===== src/rtl/instruction_fetch_unit_pkg.sv =====
// Shared fetch-control definitions: fetch FSM states and the default datapath width.
package HighLevelControl;

  localparam int WORD_SIZE = 32;

  typedef enum logic {
    RUN   = 1'b0,
    DRAIN = 1'b1
  } fetch_state_e;

endpackage


===== src/rtl/instruction_fetch_unit_fifo.sv =====
// Small circular FIFO with flush, used both as the fetch buffer and as the
// in-flight address queue.
module fetch_fifo #(
  parameter int W     = 64,
  parameter int DEPTH = 2
) (
  input  logic                     clk,
  input  logic                     reset_n,
  input  logic                     flush,
  input  logic                     push,
  input  logic [W-1:0]             push_data,
  input  logic                     pop,
  output logic [W-1:0]             head,
  output logic [$clog2(DEPTH):0]   count
);

  localparam int AW = $clog2(DEPTH);

  logic [W-1:0]  mem [DEPTH];
  logic [AW-1:0] wr_ptr;
  logic [AW-1:0] rd_ptr;
  logic          do_push;
  logic          do_pop;

  assign do_pop  = pop && (count != '0);
  // A push into a full FIFO is accepted only when the head leaves on the same edge.
  assign do_push = push && ((count != (AW+1)'(DEPTH)) || do_pop);

  always_ff @(posedge clk) begin
    if (!reset_n || flush) begin
      wr_ptr <= '0;
      rd_ptr <= '0;
      count  <= '0;
    end else begin
      if (do_push) wr_ptr <= wr_ptr + AW'(1);
      if (do_pop)  rd_ptr <= rd_ptr + AW'(1);
      count <= count + (AW+1)'(do_push) - (AW+1)'(do_pop);
    end
  end

  always_ff @(posedge clk) begin
    if (do_push && !flush) mem[wr_ptr] <= push_data;
  end

  assign head = mem[rd_ptr];

endmodule


===== src/rtl/instruction_fetch_unit.sv =====
// Instruction fetch: issues sequential word fetches, buffers in-order responses
// for decode, and drains stale responses after a redirect.
module instruction_fetch_unit #(
  parameter int                                  WORD_SIZE = HighLevelControl::WORD_SIZE,
  parameter logic [WORD_SIZE-1:0]                RESET_PC  = WORD_SIZE'(32'h0000_0000),
  parameter int                                  DEPTH     = 2
) (
  input  logic                 clk,
  input  logic                 reset_n,
  output logic                 ImemReqValid,
  input  logic                 ImemReqReady,
  output logic [WORD_SIZE-1:0] ImemReqAddr,
  input  logic                 ImemRespValid,
  input  logic [WORD_SIZE-1:0] ImemRespData,
  input  logic                 Redirect,
  input  logic [WORD_SIZE-1:0] RedirectPC,
  output logic                 InstrValid,
  input  logic                 InstrReady,
  output logic [WORD_SIZE-1:0] Instr,
  output logic [WORD_SIZE-1:0] InstrPC
);

  import HighLevelControl::*;

  localparam int CW = $clog2(DEPTH) + 1;

  fetch_state_e           state;
  logic [WORD_SIZE-1:0]   pc;
  logic [CW-1:0]          outstanding;
  logic [CW-1:0]          drop_cnt;
  logic [CW-1:0]          out_ret;
  logic [CW-1:0]          buf_count;
  logic [CW-1:0]          aq_count_unused;
  logic [CW:0]            occupancy;
  logic [WORD_SIZE-1:0]   aq_head;
  logic [2*WORD_SIZE-1:0] buf_head;
  logic                   issue;
  logic                   resp_ret;
  logic                   resp_live;
  logic                   buf_pop;
  logic                   unused_redirect_lsbs;

  assign unused_redirect_lsbs = ^RedirectPC[1:0];

  // Counting buffered entries alongside in-flight requests guarantees a slot per response.
  assign occupancy    = {1'b0, outstanding} + {1'b0, buf_count};
  assign ImemReqValid = reset_n && !Redirect && (state == RUN) && (occupancy < (CW+1)'(DEPTH));
  assign ImemReqAddr  = pc;
  assign issue        = ImemReqValid && ImemReqReady;

  assign resp_ret  = reset_n && ImemRespValid && (outstanding != '0);
  assign resp_live = resp_ret && (state == RUN) && !Redirect;
  assign out_ret   = outstanding - CW'(resp_ret);

  assign InstrValid = reset_n && (buf_count != '0);
  assign buf_pop    = InstrValid && InstrReady && !Redirect;
  assign Instr      = InstrValid ? buf_head[WORD_SIZE-1:0] : '0;
  assign InstrPC    = InstrValid ? buf_head[2*WORD_SIZE-1:WORD_SIZE] : '0;

  fetch_fifo #(.W(WORD_SIZE), .DEPTH(DEPTH)) addr_q (
    .clk       (clk),
    .reset_n   (reset_n),
    .flush     (Redirect),
    .push      (issue),
    .push_data (pc),
    .pop       (resp_live),
    .head      (aq_head),
    .count     (aq_count_unused)
  );

  fetch_fifo #(.W(2*WORD_SIZE), .DEPTH(DEPTH)) fetch_buf (
    .clk       (clk),
    .reset_n   (reset_n),
    .flush     (Redirect),
    .push      (resp_live),
    .push_data ({aq_head, ImemRespData}),
    .pop       (buf_pop),
    .head      (buf_head),
    .count     (buf_count)
  );

  always_ff @(posedge clk) begin
    if (!reset_n) begin
      state       <= RUN;
      pc          <= RESET_PC;
      outstanding <= '0;
      drop_cnt    <= '0;
    end else if (Redirect) begin
      // Everything still in flight after this edge is stale and must be dropped.
      pc          <= {RedirectPC[WORD_SIZE-1:2], 2'b00};
      outstanding <= out_ret;
      drop_cnt    <= out_ret;
      state       <= (out_ret != '0) ? DRAIN : RUN;
    end else begin
      if (issue) pc <= pc + WORD_SIZE'(4);
      outstanding <= out_ret + CW'(issue);
      if ((state == DRAIN) && resp_ret) begin
        drop_cnt <= drop_cnt - CW'(1);
        if (drop_cnt == CW'(1)) state <= RUN;
      end
    end
  end

endmodule


===== config.mk =====
export PLATFORM = sky130hd
export DESIGN_NAME = instruction_fetch_unit
export DESIGN_NICKNAME = d
export VERILOG_FILES = /design/src/rtl/instruction_fetch_unit_pkg.sv /design/src/rtl/instruction_fetch_unit_fifo.sv /design/src/rtl/instruction_fetch_unit.sv
export SDC_FILE = /design/constraint.sdc
export NUM_CORES = 1
export LEC_CHECK = 0
export BUFFER_PORTS_ARGS = -buffer_cell sky130_fd_sc_hd__buf_2
export CORE_UTILIZATION = 48
export DETAILED_ROUTE_END_ITERATION = 7
export MAX_ROUTING_LAYER = met4
export PLACE_DENSITY = 0.7
export SLEW_MARGIN = 20
export SYNTH_ARGS = -nofsm -noshare
export SYNTH_HDL_FRONTEND = slang
export SYNTH_SLANG_ARGS = --single-unit

===== constraint.sdc =====
create_clock -name clk -period 6.93 [get_ports clk]
set_clock_uncertainty 0.15 [all_clocks]
set_input_delay 0.3465 -clock clk [delete_from_list [all_inputs] [get_ports clk]]
set_output_delay 0.3465 -clock clk [all_outputs]
set_load 0.01 [all_outputs]

Word-level counts from Yosys, hierarchy flattened
Memory sizes are Yosys's and may differ from the RTL's. A register that Yosys moved wholly into a read port is not among the register bits.
Index checks and enable logic that the tools add are counted.
{"block": "word_totals", "register_bits": 45, "latch_bits": 0, "ram_bits": 192, "romBits": 0, "in_bits": 70, "output_inout_bits": 98, "word_cells": 83, "mem_count": 2}
{"block": "op_classes", "n_addsub": 13, "n_mul": 0, "div": 0, "order_cmp": 1, "n_eq_ne": 3, "n_shift": 0, "mux": 19, "bitwise": 2, "reduce_logical": 32}
{"memory": "fetch_buf.mem", "words": 2, "word_bits": 64, "read_ports": 1, "rd_ports_with_merged_regs": 1, "wr": 1, "line_no": "instruction_fetch_unit_fifo.sv:19", "source": "logic [W-1:0] mem [DEPTH];"}
{"memory": "addr_q.mem", "words": 2, "word_bits": 32, "read_ports": 1, "rd_ports_with_merged_regs": 1, "wr": 1, "line_no": "instruction_fetch_unit_fifo.sv:19"}
{"cell": "two-way mux 32 bit", "count": 4}
{"cell": "adder 32 x 3 -> 32 bit, second input constant", "count": 1}
{"cell": "logical AND 1 bit", "count": 18}
{"cell": "nonzero test 2 bit", "count": 7}
{"cell": "two-way mux 1 bit", "count": 12}
{"cell": "adder 2 x 1 -> 2 bit", "count": 3}
{"cell": "two-way mux 2 bit", "count": 3}
{"cell": "subtractor 2 x 1 -> 2 bit", "count": 3}
{"cell": "adder 1 bit, second input constant", "count": 4}
{"cell": "!= test 2 bit, second input constant", "count": 2}
{"cell": "adder 2 x 2 -> 3 bit", "count": 1}
{"cell": "logical OR 1 bit", "count": 3}
{"cell": "less-than comparator 3 x 2 -> 1 bit, second input constant", "count": 1}
{"cell": "equality test 2 x 1 -> 1 bit, second input constant", "count": 1}
{"cell": "zero test 1 bit", "count": 2}
{"cell": "NOT 1 bit", "count": 2}
{"cell": "AND reduction 2 bit", "count": 1}
{"cell": "OR reduction 2 bit", "count": 1}
{"cell": "subtractor 2 x 1 -> 2 bit, second input constant", "count": 1}

Logic depth before layout (Yosys ltp)
{"block": "depth", "word_depth": 10, "depth_mapped": 10, "ltp_nobuf": 8}

Hierarchy
From an unflattened synthesis, not the netlist that was laid out.
{"block": "unflattened", "cells_unflattened": 686, "area_unflattened_um2": 10269.8}
{"module": "fetch_fifo at fetch_buf", "n_inst": 1, "cells_each": 222, "area_each_um2": 5127.4}
{"module": "fetch_fifo at addr_q", "n_inst": 1, "cells_each": 123, "area_each_um2": 2580.0}
{"module": "instruction_fetch_unit", "n_inst": 1, "cells_each": 341, "area_each_um2": 2562.5}

Least setup slack after synthesis
OpenSTA, ideal clock, no wires.
{"block": "synth_timing", "path_kind": "reg-to-reg", "startpoint": "register fetch_buf.count[0]", "endpoint": "memory addr_q.mem[0][10] (netlist bit) (enable)", "setup_time_ps": 461, "arrival_time_ps": 4516, "setup_slack_ps": 1803, "path_stages_with_launch": 8, "n_path_buf": 1, "cell_sequence": "dfxtp_1 clkbuf_1 and2_1 fa_1 nor4b_2 nand3_1 a31oi_1 nor3b_1"}
{"block": "synth_between", "elab_chain_cells": 8}
{"item": "start, declared", "line_no": "instruction_fetch_unit_fifo.sv:14", "source": "output logic [$clog2(DEPTH):0] count"}
{"item": "start signal, assigned", "line_no": "instruction_fetch_unit_fifo.sv:37", "source": "count <= count + (AW+1)'(do_push) - (AW+1)'(do_pop);"}
{"item": "adder 2 x 2 -> 3 bit", "line_no": "instruction_fetch_unit.sv:46", "source": "assign occupancy = {1'b0, outstanding} + {1'b0, buf_count};"}
{"item": "less-than comparator 3 x 2 -> 1 bit", "line_no": "instruction_fetch_unit.sv:47", "source": "assign ImemReqValid = reset_n && !Redirect && (state == RUN) && (occupancy < (CW+1)'(DEPTH));"}
{"item": "logical AND 1 bit", "line_no": "instruction_fetch_unit.sv:47"}
{"item": "logical AND 1 bit", "line_no": "instruction_fetch_unit.sv:49", "source": "assign issue = ImemReqValid && ImemReqReady;"}
{"item": "logical AND 1 bit", "line_no": "instruction_fetch_unit_fifo.sv:27", "source": "assign do_push = push && ((count != (AW+1)'(DEPTH)) || do_pop);"}
{"item": "logical AND 1 bit", "line_no": "instruction_fetch_unit_fifo.sv:42", "source": "if (do_push && !flush) mem[wr_ptr] <= push_data;"}
{"item": "two-way mux 1 bit", "line_no": "instruction_fetch_unit_fifo.sv:42"}
{"item": "two-way mux 1 bit (not written as such)", "line_no": "instruction_fetch_unit_fifo.sv:42"}
{"item": "end, declared", "line_no": "instruction_fetch_unit_fifo.sv:19"}
Every way passes these cells.

Final worst setup path
{"block": "layout_timing", "startpoint": "register fetch_buf.count[0]", "endpoint": "memory addr_q.mem[0][29] (netlist bit) (enable)"}
The elaborated chain is that of the path after synthesis.

==> results.json <==
{
  "cap_viol_max_count": 0,
  "min_to": "ImemReqAddr[23]",
  "area_delta_synth_final_pct": 25.5,
  "seq_power_share_pct": 53.4,
  "clk_pin_slew_ns": 0.06,
  "worstSetupEndpointType": "flip-flop",
  "start_kind": "flip-flop",
  "period_needed_ns": 3.87,
  "cts_made_buffers": 24,
  "r2r-end": "addr_q.mem[0][29]",
  "finalSetupViolCount": 0,
  "hp-class": "in2reg",
  "synth_cells": 654,
  "num_vias": 5904,
  "grt_max_degree": 64,
  "max_freq_mhz": 258,
  "ir_worst_vdd_mv": 0.175,
  "drc": 0,
  "routabilityCongestion": 0.812,
  "port-buffer-count": 161,
  "p_int_uw": 2280,
  "r2r.worst_path.cells": 7,
  "n_antenna_cell": 0,
  "timing.rr.start": "fetch_buf.count[0]",
  "yosysTopAreaCellShare_pct": 59.3,
  "grt_pass1_wl_mm": 30.6,
  "critPathRequiredTime_ns": 6.93,
  "cts_setup_buffers": 0,
  "clkSinkCount": 229,
  "pwr-share-comb_pct": 4.7,
  "core_region_area_mm2": 0.0188,
  "rows": 50,
  "p_clk_share_pct": 41.9,
  "crit_type": "reg2reg",
  "synth_top_area_cell": "edfxtp_1",
  "drt_first_pass_iters": 5,
  "rsz0062_at_grt": "no",
  "dp_hpwl_mm": 11.9,
  "grt_use_total_pct": 20.3,
  "wirelength_mm": 19.5,
  "tightest_slew_ns": 0.990,
  "yosys-top-cells-area": "edfxtp_1, dfxtp_1, mux2i_1",
  "hold_violations": 0,
  "fill_cells": 1397,
  "tritoncts": "built",
  "multi_input_area_mm2": 0.00272,
  "dieArea_mm2": 0.0200,
  "cts.htree.levels": 1,
  "slew_viol_final": 0,
  "ant_nets": 0,
  "pin_count": 168,
  "outcome": "finished clean",
  "grt_pass1_vias": 5940,
  "synth.distinct_cells": 44,
  "critPathMaxFanout": 30,
  "synth_area_mm2": 0.00931,
  "yosysSeqAreaShare_pct": 69.0,
  "hold-path-cell-count": 3,
  "switching_power_uw": 592,
  "power.leakage_uw": 0.00435,
  "drt_iter0_markers": 352,
  "clock_path_buffers": 3,
  "antenna_found_initial": 0,
  "start_util_pct": 49.4,
  "nets": 946,
  "root_buffer": "clkbuf_16",
  "maxSlewHeadroom_pct": 33.8,
  "power_density_mw_per_mm2": 246,
  "layoutNonFillerInstCount": 1148,
  "setup_tns_ns": 0,
  "avgSynthCellArea_um2": 14.2,
  "drt-wirelength-per-cell_um": 17.0,
  "die_w_um": 141,
  "via_per_inst": 5.14,
  "grt_overflow": 0,
  "synth_seq_cells": 229,
  "finalCritPeriodShare_pct": 55.8,
  "layout.area.seq_mm2": 0.00643,
  "die_h_um": 141,
  "swShare_pct": 20.6,
  "synth-warning-count": 0,
  "hold_path.startpoint": "RedirectPC[23]",
  "regToRegSetupSlack_ns": 3.06,
  "drive_above_1_share_pct": 27.9,
  "dp.cells": 1050,
  "clk_latency_ns": 0.51,
  "worst_ep_arrival_time_ns": 3.87
}
## stage by stage
step / utilization [%] / hold WS, ns / instance area (um2) / power, uW / worst slack [ns]
floorplan: - / 0.295 / 9320 / 1620 / 1.80
global placement: 55.1 / 0.333 / 10400 / 1660 / 3.25
detailed placement: 55.1 / 0.337 / 10400 / 1670 / 3.11
CTS: 61.9 / 0.00232 / 11700 / 2890 / 3.09
global route: 62.0 / 0.0140 / 11700 / 2970 / 2.86
finish: 62.0 / 0.0150 / 11700 / 2870 / 3.06
## power by group through the flow
stage | Combinational, uW | Sequential (uW) | Clock [uW]
6_report | 135 | 1530 | 1200
5_1_grt | 147 | 1530 | 1290
4_1_cts | 134 | 1530 | 1230
3_5_place_dp | 110 | 1560 | 0
3_3_place_gp | 105 | 1560 | 0
2_1_floorplan | 57.9 | 1560 | 0
## flip-flops by register name, indices dropped and copies added, names as in the netlist, named ones only
register	cells
addr_q.rd_ptr	1
outstanding	2
fetch_buf.mem	124
fetch_buf.count	2
fetch_buf.rd_ptr	1
state	1
fetch_buf.wr_ptr	1
addr_q.count	2
drop_cnt	2
addr_q.mem	60
ImemReqAddr	30
addr_q.wr_ptr	1
## worst max-delay path, cell delays in order (launching register included)
cell     delay [ns]
dfxtp_1        0.51
and2_1         0.20
fa_1           0.46
nor4b_2        0.87
nand3_1        0.31
a31oi_1        0.36
nor3b_2        0.22
buf_4          0.41
## layout by cell type, fill, tap and decap left out, types with 4 or more instances in the layout
cell and instances:
clkinv_2 4, ha_1 5, nand4_1 13, conb_1 4, xor2_1 18, and4_1 4, nor2_1 76, nand3_1 14
dlygate4sd3_1 53, xnor2_1 14, edfxtp_1 184, o21ai_0 19, buf_2 161, a21oi_1 18, o211a_1 13, nand2_1 32
clkbuf_16 25, mux2i_1 63, nor3_1 5, mux2_2 33, clkbuf_1 7, and3_1 5, nand2b_1 5, dfxtp_1 44
buf_4 8, a21boi_0 4, o21a_1 4, inv_1 12
## timing repair
item,CTS,global route
hold buffers,53,0
gates resized for setup,0,0
hold endpoints to repair,85,0
## cell families after synthesis
group	share of synthesized area [%]
fa+ha+maj	0.887
xor+xnor	3.01
other cells	0.0403
mux	10.8
simple gates	9.33
buf+inv	2.26
flops	69.0
compound gates	4.70
## routing by layer
metal | track usage (%) | vias to the layer above | routed length (um)
li1 | - | 2842 | -
met1 | 25.4 | 2814 | 8380
met2 | 33.6 | 214 | 9460
met3 | 3.78 | 34 | 1310
met4 | 6.06 | 0 | 390
met5 | - | - | 0
## worst max-delay path by stage
stage	endpoint	cells past startpoint	slack (ns)	start
floorplan	addr_q.mem[0][10]	7	1.80	fetch_buf.count[0]
global placement	addr_q.mem[0][30]	7	3.25	fetch_buf.count[0]
detailed placement	addr_q.mem[0][28]	7	3.11	fetch_buf.count[0]
CTS	addr_q.mem[0][24]	7	3.09	fetch_buf.count[0]
global route	addr_q.mem[0][27]	7	2.86	fetch_buf.count[0]
finish	addr_q.mem[0][29]	7	3.06	fetch_buf.count[0]
## layout make-up
| class | count | share of cell area (%) |
|---|---|---|
| multi-input combinational | 380 | 23.3 |
| timing repair buffer | 223 | 12.1 |
| sequential | 229 | 55.0 |
| clock inverter | 11 | 0.696 |
| inverter | 12 | 0.386 |
| clock buffer | 33 | 5.70 |
| tap | 260 | 2.78 |
## cells in the mapped netlist (all sizes together)
| master | number |
|---|---|
| nor3b | 2 |
| a21boi | 4 |
| and4 | 4 |
| xnor2 | 14 |
| clkbuf | 24 |
| mux2 | 33 |
| a32o | 1 |
| nor4b | 1 |
| ha | 5 |
| a31oi | 2 |
| o41ai | 1 |
| conb | 1 |
| nand4b | 2 |
| and2 | 3 |
| xor2 | 18 |
| or4b | 1 |
| nand2 | 32 |
| a21oi | 18 |
| mux2i | 63 |
| nor3 | 5 |
| o311ai | 1 |
| dfxtp | 45 |
| o211a | 13 |
| nor2 | 78 |
| buf | 12 |
| nor4 | 5 |
| nand2b | 5 |
| fa | 1 |
| o21ai | 20 |
| a311oi | 2 |
| and3 | 5 |
| edfxtp | 184 |
| nor2b | 2 |
| nand4 | 13 |
| nand3 | 15 |
| o21a | 4 |
| or3 | 3 |
| inv | 12 |
No activity file was read; power rests on OpenSTA's default activity.
